### config.mk
export PLATFORM = sky130hd
export DESIGN_NAME = bus_arbiter
export DESIGN_NICKNAME = d
export VERILOG_FILES = /design/src/rtl/bus_arb_pkg.sv /design/src/rtl/bus_arbiter.sv
export SDC_FILE = /design/constraint.sdc
export NUM_CORES = 1
export LEC_CHECK = 0
export ABC_CLOCK_PERIOD_IN_PS = 3000
export BUFFER_PORTS_ARGS = -buffer_cell sky130_fd_sc_hd__clkbuf_2
export CAP_MARGIN = 20
export CORE_AREA = 2 2 120 122
export CTS_BUF_LIST = sky130_fd_sc_hd__clkbuf_8
export DETAILED_ROUTE_END_ITERATION = 8
export DIE_AREA = 0 0 122 124
export PLACE_DENSITY = 0.52
export SETUP_SLACK_MARGIN = 0.2
export SYNTH_ARGS = -nofsm -noshare
export SYNTH_HDL_FRONTEND = slang
export SYNTH_SLANG_ARGS = --single-unit
### constraint.sdc
create_clock -name clk -period 3 [get_ports clk]
set_input_delay 0.15 -clock clk [delete_from_list [all_inputs] [get_ports clk]]
set_output_delay 0.15 -clock clk [all_outputs]
set_load 0.05 [all_outputs]
### src/rtl/bus_arb_pkg.sv
// Shared types and constants for the two-master data-bus arbiter.
package bus_arb_pkg;

    // Ownership state of the shared bus port.
    typedef enum logic [1:0] {
        StIdle = 2'd0,
        StOwn0 = 2'd1,
        StOwn1 = 2'd2
    } arb_state_e;

    // Debug encoding on the owner output.
    localparam logic [1:0] OwnerIdle = 2'd0;
    localparam logic [1:0] OwnerM0   = 2'd1;
    localparam logic [1:0] OwnerM1   = 2'd2;

    // All-zero byte enables encode a read transfer.
    localparam logic [3:0] BYTEEN_READ = 4'b0000;

    function automatic logic is_read(input logic [3:0] byteen);
        return byteen == BYTEEN_READ;
    endfunction

endpackage

### src/rtl/bus_arbiter.sv
// Two-master round-robin arbiter for the single data-bus port in front of the
// system bridge. Ownership is held for up to MAX_BURST granted transfers while
// the other master waits (unlimited while the owner holds lock), and read data
// is steered back to whichever master issued the read.
module bus_arbiter
    import bus_arb_pkg::*;
#(
    parameter int unsigned MAX_BURST = 4
) (
    input  logic        clk,
    input  logic        reset,

    input  logic        m0_req,
    input  logic        m0_lock,
    input  logic [31:0] m0_addr,
    input  logic [31:0] m0_wdata,
    input  logic [3:0]  m0_byteen,
    output logic        m0_gnt,
    output logic        m0_rvalid,
    output logic [31:0] m0_rdata,

    input  logic        m1_req,
    input  logic        m1_lock,
    input  logic [31:0] m1_addr,
    input  logic [31:0] m1_wdata,
    input  logic [3:0]  m1_byteen,
    output logic        m1_gnt,
    output logic        m1_rvalid,
    output logic [31:0] m1_rdata,

    output logic [31:0] bus_addr,
    output logic [31:0] bus_wdata,
    output logic [3:0]  bus_byteen,
    input  logic [31:0] bus_rdata,

    output logic [1:0]  owner
);

    localparam int unsigned    CntW    = $clog2(MAX_BURST) + 1;
    localparam logic [CntW-1:0] CntLast = CntW'(MAX_BURST - 1);

    arb_state_e      state_q, state_d;
    logic [CntW-1:0] cnt_q, cnt_d;
    // Index of the master served most recently; 1 after reset so m0 wins the first tie.
    logic            last_q, last_d;
    logic            rd_pend_q, rd_pend_d;
    logic            rd_who_q, rd_who_d;

    logic gnt0, gnt1, any_gnt;
    logic at_limit;
    logic release0, release1;
    logic gnt_is_read;

    // Grants follow ownership combinationally: one transfer per granted cycle.
    always_comb begin
        gnt0     = (state_q == StOwn0) & m0_req;
        gnt1     = (state_q == StOwn1) & m1_req;
        any_gnt  = gnt0 | gnt1;
        at_limit = (cnt_q == CntLast);
        // Owner gives up the port when it stops requesting, or on its last
        // allowed unlocked transfer while the other master is waiting.
        release0 = ~m0_req | (gnt0 & ~m0_lock & m1_req & at_limit);
        release1 = ~m1_req | (gnt1 & ~m1_lock & m0_req & at_limit);
    end

    // Next-state, burst counter and round-robin pointer.
    always_comb begin
        state_d = state_q;
        cnt_d   = cnt_q;
        last_d  = last_q;
        unique case (state_q)
            StIdle: begin
                cnt_d = '0;
                if (m0_req && m1_req) begin
                    state_d = last_q ? StOwn0 : StOwn1;
                end else if (m0_req) begin
                    state_d = StOwn0;
                end else if (m1_req) begin
                    state_d = StOwn1;
                end
            end
            StOwn0: begin
                if (release0) begin
                    state_d = m1_req ? StOwn1 : StIdle;
                    cnt_d   = '0;
                    last_d  = 1'b0;
                end else if (gnt0 && !at_limit) begin
                    // Saturates at the limit so a long lone burst never wraps.
                    cnt_d = cnt_q + CntW'(1);
                end
            end
            StOwn1: begin
                if (release1) begin
                    state_d = m0_req ? StOwn0 : StIdle;
                    cnt_d   = '0;
                    last_d  = 1'b1;
                end else if (gnt1 && !at_limit) begin
                    cnt_d = cnt_q + CntW'(1);
                end
            end
            default: begin
                state_d = StIdle;
                cnt_d   = '0;
            end
        endcase
    end

    // Bus mux: owner's address/data, byte enables only on a granted cycle.
    always_comb begin
        bus_addr   = '0;
        bus_wdata  = '0;
        bus_byteen = BYTEEN_READ;
        owner      = OwnerIdle;
        unique case (state_q)
            StOwn0: begin
                bus_addr  = m0_addr;
                bus_wdata = m0_wdata;
                owner     = OwnerM0;
                if (gnt0) begin
                    bus_byteen = m0_byteen;
                end
            end
            StOwn1: begin
                bus_addr  = m1_addr;
                bus_wdata = m1_wdata;
                owner     = OwnerM1;
                if (gnt1) begin
                    bus_byteen = m1_byteen;
                end
            end
            default: begin
            end
        endcase
    end

    // Remember who issued a granted read; the bridge returns data next cycle.
    always_comb begin
        gnt_is_read = gnt1 ? is_read(m1_byteen) : is_read(m0_byteen);
        rd_pend_d   = any_gnt & gnt_is_read;
        rd_who_d    = any_gnt ? gnt1 : rd_who_q;
    end

    // Read return is steered by rd_who, independent of the current owner.
    always_comb begin
        m0_gnt    = gnt0;
        m1_gnt    = gnt1;
        m0_rvalid = rd_pend_q & ~rd_who_q;
        m1_rvalid = rd_pend_q & rd_who_q;
        m0_rdata  = m0_rvalid ? bus_rdata : '0;
        m1_rdata  = m1_rvalid ? bus_rdata : '0;
    end

    // State registers; reset drops any pending read return immediately.
    always_ff @(posedge clk or posedge reset) begin
        if (reset) begin
            state_q   <= StIdle;
            cnt_q     <= '0;
            last_q    <= 1'b1;
            rd_pend_q <= 1'b0;
            rd_who_q  <= 1'b0;
        end else begin
            state_q   <= state_d;
            cnt_q     <= cnt_d;
            last_q    <= last_d;
            rd_pend_q <= rd_pend_d;
            rd_who_q  <= rd_who_d;
        end
    end

endmodule

After elaboration in Yosys (flattened, before gate mapping)
Index checks and enable logic that the tools add are counted.
- register bits after elaboration: 8
- bits of input ports: 174
- output and inout bits: 138
- word-level logic and storage cells: 70
- add/subtract/negate cells: 1
- equal/unequal tests: 8
- muxes and demuxes: 26
- bitwise logic cells: 19
- reductions and logical operators: 11
- operator list (cell ; number):
    32-bit one-hot mux with 2 select lines ; 2
    32-bit 2-to-1 mux ; 2
    2-bit 2-to-1 mux ; 7
    3-bit 2-to-1 mux ; 4
    1-bit AND ; 11
    4-bit logical NOT ; 2
    4-bit 2-to-1 mux ; 2
    4-bit one-hot mux with 2 select lines ; 1
    3-bit by 2-bit inequality test with 1-bit output (second input constant) ; 2
    2-bit one-hot mux with 3 select lines ; 1
    3-bit one-hot mux with 2 select lines ; 1
    3-bit AND reduction ; 2
    1-bit NOT ; 5
    1-bit 2-to-1 mux ; 4
    2-bit inequality test (second input constant) ; 2
    4-bit inequality test (second input constant) ; 1
    2-bit one-hot mux with 2 select lines ; 1
    3-bit by 1-bit adder with 3-bit output (second input constant) ; 1
    3-bit by 2-bit equality test with 1-bit output (second input constant) ; 1
    1-bit logical AND ; 3
    1-bit OR ; 3
    2-bit by 1-bit equality test with 1-bit output (second input constant) ; 1
    2-bit equality test (second input constant) ; 1
    2-bit logical NOT ; 1
    4 further kinds ; 4

Depth between registers and ports, before layout
- word-level depth: 8
- mapped depth: 7
- gate-level depth less buffers: 6

Least setup slack after synthesis
No wires, ideal clock.
- path type: flip-flop to output port
- start: register state_q[1]
- end: output port bus_wdata[11]
- arrival time: 1.970 ns
- data required time: 2.850 ns
- slack: 0.880 ns
- stages on the path, launching flop included: 7
- buffers on the path: 2
- cell sequence: dfrtp_1 -> inv_1 -> ha_1 -> buf_2 -> buf_1 -> a22oi_1 -> nor2b_1
- word-level cells in the longest chain between the ends: 2
- elaborated cells between the ends (all ways): 3
- those cells by class: eq/ne: 2; mux: 1
- ends and longest elaborated chain (element ; line ; RTL):
    from (decl) ; bus_arbiter.sv:42 ; arb_state_e state_q, state_d;
    from (signal assigned) ; bus_arbiter.sv:156 ; state_q <= StIdle;
    from (signal assigned) ; bus_arbiter.sv:162 ; state_q <= state_d;
    2-bit equality test or 2-bit by 1-bit equality test with 1-bit output (tied branches) ; bus_arbiter.sv:114 ; unique case (state_q)
    32-bit one-hot mux with 2 select lines * ; bus_arbiter.sv:114 ;
    to (decl) ; bus_arbiter.sv:32 ; output logic [31:0] bus_wdata,
Every way passes the cells marked *; elsewhere a longest branch is shown, timed or not.

Worst setup path in the final report
- start: register state_q[1]
- end: output port bus_byteen[1]
- word-level cells in the longest chain between the ends: 4
- elaborated cells between the ends (all ways): 7
- those cells by class: eq/ne: 2; mux: 3; bitwise: 2
- ends and longest elaborated chain (element ; line ; RTL):
    2-bit equality test or 2-bit by 1-bit equality test with 1-bit output (tied branches) ; bus_arbiter.sv:57, bus_arbiter.sv:114, bus_arbiter.sv:56 ;
    1-bit AND, on equally long branches ; bus_arbiter.sv:57, bus_arbiter.sv:56 ;
    4-bit 2-to-1 mux, on equally long branches ; bus_arbiter.sv:127, bus_arbiter.sv:119 ;
    4-bit one-hot mux with 2 select lines * ; bus_arbiter.sv:114 ;
    to (decl) ; bus_arbiter.sv:33 ; output logic [3:0] bus_byteen,
Marks and branches as above.

==> run_results.csv <==
group,metric,value,unit
worst_setup_path,cp-start-kind,"flop",
global_routing,grt-ovfl-total,0,
die,die_h,124,µm
logic_synthesis,synthFlopType,"dfrtp_1",
route,ant_nets,0,
logic_synthesis,synth_commonest_cells,"69 x a22oi_1, 69 x nor2b_1, 34 x and2_1",
global_routing,grt_pass1_vias,2797,
logic_synthesis,async_reset_ff_frac,1.00,
global_routing,grt_pass1_wl,14700,µm
hold_path,min_path_type,"primary input to flop",
sta,worst_slew_pin_slew,0.577,ns
logic_synthesis,ys_seq_elements,8,
place,gp_congestion,0.782,
clock_network,postCtsSetupRepairBufs,0,
sta,setup_violations,0,
power,p_sw_frac,0.654,
worst_setup_path,worstPathArrival,2.24,ns
die,start_util,0.150,
worst_setup_path,crit_fanout,17,
logic_synthesis,synthCells,293,
global_routing,grt_usage,0.123,
sta,maxSlewViolCount,0,
clock_network,clockRootBuffer,"clkbuf_8",
power,clock_power_share,0.045,
clock_network,cts_tree,"built",
logic_synthesis,synth_cell_types,31,
power,p_comb_frac,0.901,
worst_setup_path,required,2.85,ns
sta,finalSetupTns,0,ns
power,p_int,1.05,mW
route,drcViolationCount,0,
flow_run,maxCapViolations,0,
global_routing,grt_max_degree,52,
layout,n_antenna_cell,0,
layout,layout.nets,767,
worst_setup_path,r2r_slack,1.06,ns
layout,drive_gt1_frac,0.567,
die,num_rows,43,
logic_synthesis,synth_enable_flop_cells,0,
logic_synthesis,avgSynthCellArea,7.04,µm²
logic_synthesis,syn_nets,475,
route,first_iter_violations,96,
sta,rsz0062_at_grt,"false",
clock_network,cts_sinks,8,
place,port_buffers,311,
sta,slew_headroom,0.615,
route,drt-total-wl,10800,µm
power,power_density,789,mW/mm²
sta,period_minus_slack,2.39,ns
place,placed_cells,759,
route,via_per_inst,4.27,
die,die_w,122,µm
route,vias,3265,
layout,area_growth,85.8,%
logic_synthesis,synth-seq-area-share,0.0976,
sta,finalCritPeriodShare,0.795,
worst_setup_path,worstSetupPathType,"flop to primary output",
clock_network,ctsHtreeMaxLevel,1,
clock_network,clockBufferDepth,2,
power,irDropWorstVdd,0.000357,V
place,dp_hpwl,9000,µm
sta,fmax,419,MHz
logic_synthesis,synth_area_leader_cell,"a22oi_1",
power,power_leakage,2.18,nW
clock_network,cts_buffers,3,
sta,hold_viol_final,0,
layout,finalNonFillerCells,764,
power,seq_power_share,0.054,
sta,skew,0.00287,ns
global_routing,antenna_found_initial,1,
route,firstDrtPassIters,4,
clock_network,clkTransAtPathRegs,0.04,ns
place,place_area,0.00378,mm²
outcome,outcome,"finished clean",
die,io_pins,312,
layout,design_area,0.00383,mm²
clock_network,clock_latency,0.23,ns
logic_synthesis,synthTopCellsByArea,"a22oi_1 25%, nor2b_1 21%, and2_1 10%, and3_1 9.7%, dfrtp_1 8.5%",
route,routedWlPerCell,14.1,µm
die,core,0.0137,mm²
logic_synthesis,syn-cell-area,0.00206,mm²
logic_synthesis,ys_warn_count,0,
power,p_total,3.03,mW
logic_synthesis,synth_top_area_share,0.251,
power,p_sw,1.98,mW
worst_setup_path,worst_setup_path_end_kind,"primary output",
die,die_area,0.0151,mm²
-- layer usage --
layer | wire, µm | track usage
met5 | 13 | 0
met4 | 65 | 0.0187
met1 | 4040 | 0.141
met2 | 5530 | 0.230
met3 | 1110 | 0.0348
-- path summary, 6_finish.rpt --
check / from / end / depth (start not counted)
max: state_q[1]$_DFFE_PP0P_ / bus_byteen[1] / 6
min reg2reg: last_q$_DFFE_PP1P_ / last_q$_DFFE_PP1P_ / 2
max reg2reg: state_q[1]$_DFFE_PP0P_ / state_q[1]$_DFFE_PP0P_ / 5
min: m1_byteen[0] / rd_pend_q$_DFF_PP0_ / 3
max in group asynchronous: reset / last_q$_DFFE_PP1P_ / 3
min in group asynchronous: reset / state_q[0]$_DFFE_PP0P_ / 3
-- placed cells by master (no fill, tap or decap), drive strengths merged, types with 2 or more instances in the layout --
master | netlist | final
dfrtp | 7 | 7
nor2b | 69 | 69
inv | 8 | 9
and3 | 32 | 32
a22o | 2 | 2
clkbuf | 20 | 314
a21oi | 4 | 4
nand3b | 3 | 3
buf | 13 | 8
nor3b | 2 | 2
nand2 | 4 | 4
ha | 8 | 8
nor2 | 3 | 3
o32ai | 2 | 2
a211oi | 2 | 2
o21ai | 3 | 3
and2 | 34 | 34
a22oi | 69 | 69
-- power by group through the flow --
stage          Combinational, mW  Sequential, mW  Clock (mW)
5_1_grt                     2.92           0.169       0.143
3_5_place_dp                2.75           0.165           0
4_1_cts                     2.76           0.164       0.137
2_1_floorplan               2.10           0.164           0
6_report                    2.73           0.163       0.136
3_3_place_gp                2.78           0.165           0
-- final cells by class --
class,instances,area [µm²]
fillers,1530,9890
inverters,8,30.0
clock inverters,1,3.75
flip-flops and latches,8,201
multi-input cells,244,1690
well taps,180,225
clock buffers,3,41.3
repair buffers,320,1640
-- worst max-delay path, cell delays in order, from the launching register on --
cell and delay, ns:
dfrtp_1 0.41, inv_1 0.14, ha_2 0.43, and2_1 0.44, a22oi_1 0.16, nor2b_1 0.13, clkbuf_2 0.28
-- cell families (layout without fill, tap and decap cells) --
kind of cell	after synthesis	after routing	share of synthesized area
adder cells (fa/ha/maj)	8	8	0.0485
buffers and inverters	41	332	0.0843
flip-flops	8	8	0.0976
AO/OA/AOI/OAI	84	84	0.310
AND/OR/NAND/NOR	152	152	0.459
-- sequential cells by signal (all words and copies together), names as in the netlist --
name and flops:
cnt_q 3, rd_pend_q 1, last_q 1, rd_who_q 1, state_q 2
-- timing repair --
action	CTS	global route
hold endpoints to repair	7	0
hold buffers	1	0
gates resized for setup	0	0
-- metrics by stage --
step                      utilization  hold slack (ns)  worst slack (ns)
after detailed placement        0.275            0.107             0.858
final                           0.279            0.227             0.615
after global placement          0.275            0.107             0.864
after global routing            0.279            0.250             0.458
after CTS                       0.279            0.225             0.609
after floorplan                     -          -0.0351             0.880
Power figures use the tool's default switching activity.
